==> src/rtl/cpu_run_ctrl.sv <==
// Run controller: Start-fall launches program ProgSel (LOAD 1 cycle, then RUN until Halt/watchdog), Ack on finish.
// Optional single-step gating of Run when CPU_RUN_CTRL_STEP_EN is defined; no backpressure, Start is a level handshake.
module cpu_run_ctrl #(
  parameter int PC_W        = 10,
  parameter int NUM_PROGS   = 3,
  parameter int SEL_W       = 2,
  parameter logic [NUM_PROGS*PC_W-1:0] PROG_BASE = {10'd256, 10'd128, 10'd0},
  parameter int CYC_W       = 16,
  parameter int TIMEOUT_CYC = 0
) (
  input  logic             Clk,
  input  logic             Reset,
  input  logic             Start,
  input  logic [SEL_W-1:0] ProgSel,
  input  logic             Halt,
`ifdef CPU_RUN_CTRL_STEP_EN
  input  logic             StepMode,
  input  logic             Step,
`endif
  output logic             PcLoad,
  output logic [PC_W-1:0]  PcInit,
  output logic             Run,
  output logic             Ack,
  output logic             Busy,
  output logic [CYC_W-1:0] CycleCount,
  output logic [1:0]       Fault
);

  typedef enum logic [1:0] {IDLE, LOAD, RUN, DONE} state_t;

  state_t             state_q, state_d;
  logic               start_q;
  logic [PC_W-1:0]    pc_init_q, pc_init_d;
  logic               ack_q, ack_d;
  logic [CYC_W-1:0]   cyc_q, cyc_d;
  logic [1:0]         fault_q, fault_d;

  logic               launch, start_rise, run_act, prog_ok;
  logic [PC_W-1:0]    base;
  logic [CYC_W-1:0]   cnt_inc;

`ifdef CPU_RUN_CTRL_STEP_EN
  logic step_q, step_fire_q;

  always_ff @(posedge Clk or posedge Reset) begin
    if (Reset) begin
      step_q      <= 1'b0;
      step_fire_q <= 1'b0;
    end else begin
      step_q      <= Step;
      step_fire_q <= Step & ~step_q;
    end
  end

  assign run_act = (state_q == RUN) && (!StepMode || step_fire_q);
`else
  assign run_act = (state_q == RUN);
`endif

  assign launch     = start_q & ~Start & ((state_q == IDLE) || (state_q == DONE));
  assign start_rise = ~start_q & Start;
  // Count saturates at all-ones rather than wrapping.
  assign cnt_inc    = (&cyc_q) ? cyc_q : cyc_q + 1'b1;

  always_comb begin
    base    = '0;
    prog_ok = 1'b0;
    for (int i = 0; i < NUM_PROGS; i++) begin
      if (ProgSel == SEL_W'(i)) begin
        base    = PROG_BASE[i*PC_W +: PC_W];
        prog_ok = 1'b1;
      end
    end
  end

  always_comb begin
    state_d   = state_q;
    pc_init_d = pc_init_q;
    ack_d     = ack_q;
    cyc_d     = cyc_q;
    fault_d   = fault_q;
    case (state_q)
      IDLE, DONE: begin
        if (state_q == DONE && start_rise) ack_d = 1'b0;
        if (launch) begin
          cyc_d   = '0;
          fault_d = 2'b00;
          ack_d   = 1'b0;
          if (prog_ok) begin
            pc_init_d = base;
            state_d   = LOAD;
          end else begin
            state_d = DONE;
            fault_d = 2'b10;
            ack_d   = 1'b1;
          end
        end
      end
      LOAD: state_d = RUN;
      RUN: begin
        if (run_act) begin
          cyc_d = cnt_inc;
          // Halt takes priority over a watchdog expiring on the same edge.
          if (Halt) begin
            state_d = DONE;
            ack_d   = 1'b1;
            fault_d = 2'b00;
          end else if (TIMEOUT_CYC != 0 && cnt_inc == CYC_W'(TIMEOUT_CYC)) begin
            state_d = DONE;
            ack_d   = 1'b1;
            fault_d = 2'b01;
          end
        end
      end
      default: state_d = IDLE;
    endcase
  end

  always_ff @(posedge Clk or posedge Reset) begin
    if (Reset) begin
      state_q   <= IDLE;
      start_q   <= 1'b0;
      pc_init_q <= '0;
      ack_q     <= 1'b0;
      cyc_q     <= '0;
      fault_q   <= 2'b00;
    end else begin
      state_q   <= state_d;
      start_q   <= Start;
      pc_init_q <= pc_init_d;
      ack_q     <= ack_d;
      cyc_q     <= cyc_d;
      fault_q   <= fault_d;
    end
  end

  assign PcLoad     = (state_q == LOAD);
  assign PcInit     = pc_init_q;
  assign Run        = run_act;
  assign Ack        = ack_q;
  assign Busy       = (state_q == LOAD) || (state_q == RUN);
  assign CycleCount = cyc_q;
  assign Fault      = fault_q;

endmodule

==> config.mk <==
export PLATFORM = sky130hd
export DESIGN_NAME = cpu_run_ctrl
export DESIGN_NICKNAME = d
export VERILOG_FILES = /design/src/rtl/cpu_run_ctrl.sv
export SDC_FILE = /design/constraint.sdc
export NUM_CORES = 1
export LEC_CHECK = 0
export BUFFER_PORTS_ARGS = -buffer_cell sky130_fd_sc_hd__buf_2
export CORE_MARGIN = 2
export CORE_UTILIZATION = 56
export CTS_CLUSTER_DIAMETER = 150
export DETAILED_ROUTE_END_ITERATION = 6
export MAX_ROUTING_LAYER = met4
export PLACE_DENSITY = 0.84
export REMOVE_ABC_BUFFERS = 1
export SETUP_SLACK_MARGIN = 0.4
export SLEW_MARGIN = 20
export SYNTH_ARGS = -nofsm -noshare
export SYNTH_HDL_FRONTEND = slang
export SYNTH_SLANG_ARGS = --single-unit
==> constraint.sdc <==
create_clock -name Clk -period 4.6 [get_ports Clk]
set_clock_uncertainty 0.05 [all_clocks]
set_input_delay 0.23 -clock Clk [delete_from_list [all_inputs] [get_ports Clk]]
set_output_delay 0.23 -clock Clk [all_outputs]
set_load 0.02 [all_outputs]
**Word level (Yosys, flattened, before mapping)**

Index checks and enable logic that the tools add are counted.

- Flip-flop bits (word level): 32
- Bits of input ports: 6
- Output and inout port bits: 32
- Word-level logic and storage cells: 55

- Add/sub/neg operators: 1
- Equality and inequality tests: 9
- Muxes and demuxes: 21
- Bitwise operators: 5
- Reduce and logical (&&, ||, !) cells: 13

Operators with widths:

| kind | number |
|---|---|
| 16-bit two-way mux | 2 |
| 16-bit one-hot mux with 2 select lines | 1 |
| 16-bit by 1-bit adder with 16-bit output, second input constant | 1 |
| 16-bit AND reduction | 1 |
| 2-bit two-way mux | 6 |
| 3-bit AND reduction | 4 |
| 10-bit two-way mux | 1 |
| 8-bit two-way mux | 1 |
| 1-bit two-way mux | 7 |
| 2-bit == test, second input constant | 3 |
| 2-bit inequality test, second input constant | 3 |
| 2-bit one-hot mux with 3 select lines | 1 |
| 2-bit by 1-bit == test with 1-bit output, second input constant | 2 |
| 2-bit logical NOT | 2 |
| 2-bit one-hot mux with 2 select lines | 1 |
| 1-bit AND | 3 |
| 3-bit inequality test, second input constant | 1 |
| 1-bit logical OR | 2 |
| 1-bit inverter | 2 |
| 1-bit one-hot mux with 2 select lines | 1 |
| 2-bit AND reduction | 1 |
| 2-bit nonzero test | 1 |
| 2-bit OR reduction | 1 |
| 1-bit logical AND | 1 |

**Logic depth before layout (Yosys ltp)**

- Depth after elaboration: 7
- Depth in mapped cells: 8
- Gate-level depth less buffers: 6

**Least setup slack after synthesis**

No wires, ideal clock.

- Path type: register -> register
- Start point: reg state_q[0]
- End point: reg cyc_q[1] (netlist: CycleCount[1])
- Library setup time: 95 ps
- Arrival time: 1850 ps
- Required time: 4455 ps
- Setup slack: 2605 ps
- Stages on the path, launching flop included: 9
- Clock period less this slack: 1995 ps
- Cell sequence: dfrtp_1 -> inv_1 -> ha_1 -> buf_2 -> and3b_1 -> a21oi_1 -> clkbuf_1 -> o21ai_0 -> o31ai_1

- Longest elaborated chain between the ends: 5
- Elaborated cells between the ends (all ways): 11

Ends and longest elaborated chain:

| item | RTL line | text |
|---|---|---|
| start: declaration | 31 | `state_t state_q, state_d;` |
| start signal: assignment | 128 | `state_q <= state_d;` |
| 2-bit == test / 2-bit logical NOT (equally long branches) | 60, 82 |  |
| 1-bit logical OR | 60 | `assign launch = start_q & ~Start & ((state_q == IDLE) \|\| (state_q == DONE));` |
| 1-bit AND | 60 |  |
| 2-bit inequality test (no line) | - |  |
| 3-bit AND reduction (no line) | - |  |
| end signal: assignment | 132 | `cyc_q <= cyc_d;` |
| end: declaration | 35 | `logic [CYC_W-1:0] cyc_q, cyc_d;` |

Several ways; a longest one is shown, not always the timed one.
A chain may end at the register's enable or synchronous reset.

**Worst setup path in the final report**

- Start point: reg state_q[0]
- End point: reg cyc_q[7] (netlist: CycleCount[7])

Same word-level chain as after synthesis.

==> summary.md <==
| Metric | Value |
|---|---|
| TritonCTS buffer count | `3` |
| DRC violation total after the first TritonRoute iteration | `48` |
| Fraction of synthesis flops using an asynchronous set or reset pin | `1.00` |
| Antenna fix cells | `0` |
| Area of the mapped netlist | `1440 um2` |
| Synthesized area per cell | `8.79 um2` |
| Ratio of cells with drive above 1 in the final layout | `0.195` |
| Setup WS pre-CTS | `2.03 ns` |
| Worst ir drop on vdd | `363 uV` |
| First-pass GRT wire length | `5140 um` |
| Cell accounting for the most synthesized area | `sky130_fd_sc_hd__dfrtp_1` |
| Synthesized netlist cell count | `164` |
| Routed WL per cell | `14.6 um` |
| Total Power Consumption | `643 uW` |
| Cell-by-cell listing of the critical path | `inv_1 > ha_1 > nand4_1 > nor4_1 > buf_4 > nor2_1 > a31oi_1` |
| Setup slack of the most critical reg-to-reg path | `1.94 ns` |
| Unrepaired setup endpoints after global routing | `false` |
| Placed inst area | `1560 um2` |
| Final estimated routing congestion in global placement | `0.935` |
| Critical Setup Path Class | `flop to flop` |
| Min cycle time layout | `2.66 ns` |
| R2R depth | `7` |
| Required time at the worst-slack endpoint | `4.80 ns` |
| Number of antenna violations at the first check in global routing | `0` |
| Period utilisation layout | `0.579` |
| Core region area | `2450 um2` |
| Actual slew at the worst max-slew pin | `0.872 ns` |
| Accumulated negative setup slack | `0 ns` |
| Fill cell total of the finished layout | `209` |
| Die Span Y | `54.7 um` |
| Root Buffer Master | `sky130_fd_sc_hd__clkbuf_4` |
| Unique masters post-synth | `39` |
| Vias after detailed routing | `1336` |
| Number of max-slew violations in the final report | `0` |
| H-tree Lvls | `1` |
| Clock latency of the later-clocked register in the worst-skew pair | `0.32 ns` |
| Final antenna-violating net count | `0` |
| Count of TritonRoute iterations in the first routing pass | `4` |
| Crit path max-delay cell type | `sky130_fd_sc_hd__nor4_1` |
| Area Overhead vs Synth | `10.9%` |
| Largest fanout on the critical path | `20` |
| Critical Path Max Stage Delay | `0.65 ns` |
| Outcome | `finished clean` |
| Reported max-cap violation count | `0` |
| Final core utilization | `0.651` |
| Sink Count | `23` |
| Total Nets Final | `202` |
| Total routed wirelength | `3220 um` |
| Final Hold Viols | `0` |
| Pin count of the biggest net entering global routing | `24` |
| Cell area after layout | `1600 um2` |
| Resize count post-CTS | `0` |
| Part of the Yosys area used for sequential elements | `0.399` |
| Post-DP HPWL | `2330 um` |
| Overflow left after global routing | `0` |
| Number of setup violations in the final report | `0` |
| Power per cell area | `402 nW/um2` |
| P_leak | `0.758 nW` |
| Headroom to the max-slew limit | `0.418` |
| Flip-flop and latch count after synthesis | `23` |
| Commonest register cell after synthesis | `sky130_fd_sc_hd__dfrtp_1` |
| Worst EP arrival | `2.86 ns` |
| CTS tree | `done` |
| Synthesis Warnings | `0` |
| Detailed-route DRC error count | `0` |
| Vias in the first global route | `1144` |
| Type of element capturing the critical path | `flop` |
| Clock-pin slew of the registers on the worst-case setup and hold paths | `0.13 ns` |
| Die outline area | `3000 um2` |
| Total Routing Usage GR | `0.245` |
| Share of the synthesized area in the top cell type | `0.399` |
| Die boundary width | `54.7 um` |
| Number of flops mapped to enable cells by yosys | `0` |
| Core Rows | `18` |
| Clock Path Buffers | `2` |
| Final setup slack of the worst path | `1.94 ns` |
| Class of the most critical hold timing path | `input pin to async pin` |
| Boundary Pins | `38` |
| Count of buffers from port buffering | `28` |
| Upper clock frequency limit | `375 MHz` |
| Starting density of the core | `0.587` |
| Leading cell types by total area after synthesis | `sky130_fd_sc_hd__dfrtp_1 40%, sky130_fd_sc_hd__buf_4 4.7%, sky130_fd_sc_hd__o31ai_1 4.7%` |
| Mean number of vias per cell | `6.07` |
| Startpoint type of the worst setup path | `flop` |
## critical path, delay by kind of cell, from the launching register on
| family | cells | cell delay, ns |
|---|---|---|
| AND/OR/NAND/NOR | 3 | 0.92 |
| buffers and inverters | 2 | 0.37 |
| AO/OA/AOI/OAI | 1 | 0.20 |
| adder cells (fa/ha/maj) | 1 | 0.61 |
| flip-flops | 1 | 0.45 |
## state kept, by name (all words and copies together) (netlist names)
name,cells
CycleCount,16
PcInit,2
state_q,2
Ack,1
Fault,1
start_q,1
## synthesized netlist by cell type, types with 2 or more instances
master,count
sky130_fd_sc_hd__nor4_1,3
sky130_fd_sc_hd__buf_2,5
sky130_fd_sc_hd__a21oi_1,8
sky130_fd_sc_hd__nand3_1,7
sky130_fd_sc_hd__nand4_1,6
sky130_fd_sc_hd__a31oi_1,9
sky130_fd_sc_hd__nand2_1,10
sky130_fd_sc_hd__dfrtp_1,23
sky130_fd_sc_hd__nand2b_1,2
sky130_fd_sc_hd__o31a_1,3
sky130_fd_sc_hd__o31ai_1,9
sky130_fd_sc_hd__nor2_1,16
sky130_fd_sc_hd__or4_1,2
sky130_fd_sc_hd__o21ai_0,10
sky130_fd_sc_hd__nor3_1,3
sky130_fd_sc_hd__clkbuf_1,2
sky130_fd_sc_hd__ha_1,5
sky130_fd_sc_hd__and3_1,3
sky130_fd_sc_hd__inv_1,7
sky130_fd_sc_hd__buf_4,9
sky130_fd_sc_hd__o41ai_1,3
sky130_fd_sc_hd__nand3b_1,2
## placed cells by master (no fill, tap or decap), types with 5 or more instances in the layout
cell and instances:
sky130_fd_sc_hd__conb_1 9, sky130_fd_sc_hd__nor2_1 16, sky130_fd_sc_hd__buf_2 28, sky130_fd_sc_hd__nand2_1 10
sky130_fd_sc_hd__dfrtp_1 23, sky130_fd_sc_hd__nand3_1 7, sky130_fd_sc_hd__nand4_1 6, sky130_fd_sc_hd__a31oi_1 9
sky130_fd_sc_hd__ha_1 5, sky130_fd_sc_hd__o21ai_0 10, sky130_fd_sc_hd__a21oi_1 7, sky130_fd_sc_hd__o31ai_1 9
sky130_fd_sc_hd__inv_1 7
## timing repair
action	CTS	global route
buffers inserted	0	0
hold buffers	0	1
endpoints found under the hold margin	0	1
## power by group
part / internal, mW / switching [mW] / leakage (nW)
combinational: 0.0900 / 0.188 / 0.437
clock: 0.0325 / 0.0639 / 0.0177
sequential: 0.235 / 0.0332 / 0.303
## layout make-up
cell class                 count  area [um2]  share of cell area
clock buffer                   3        22.5              0.0141
clock inverter                 1        5.00             0.00313
inverter                       7        26.3              0.0164
multi-input combinational    126         773               0.484
sequential                    23         576               0.360
tap                           30        37.5              0.0235
timing repair buffer          30         158              0.0987
## kinds of logic (layout without fill, tap and decap cells)
group / Yosys count / in the layout / share of synthesized area
AO/OA/AOI/OAI: 49 / 49 / 0.222
other: 1 / 9 / 0.00260
buffers and inverters: 23 / 41 / 0.0877
adder cells (fa/ha/maj): 5 / 5 / 0.0434
flip-flops: 23 / 23 / 0.399
AND/OR/NAND/NOR: 63 / 63 / 0.245
## through the flow
step                      hold WS, ns  cells
after CTS                     0.00321    219
after global routing            0.101    220
after floorplan                 0.182    156
after global placement          0.330    215
final                          0.0201    220
after detailed placement        0.340    215
## final timing paths
kind                             endpoint  startpoint
max                         CycleCount[7]  state_q[0]
min                        CycleCount[13]       Reset
max reg2reg                 CycleCount[7]  state_q[0]
min reg2reg                      Fault[1]    Fault[1]
max in group asynchronous   CycleCount[6]       Reset
min in group Clk                PcInit[7]  ProgSel[0]
## metal layers
layer  wire [um]  GRT usage  vias to the layer above
met5           0          -                        -
met4          44      0.100                        0
met3         199     0.0273                        5
met2        1520      0.377                       52
met1        1460      0.328                      624
li1            -          -                      655
Power figures use the tool's default switching activity.
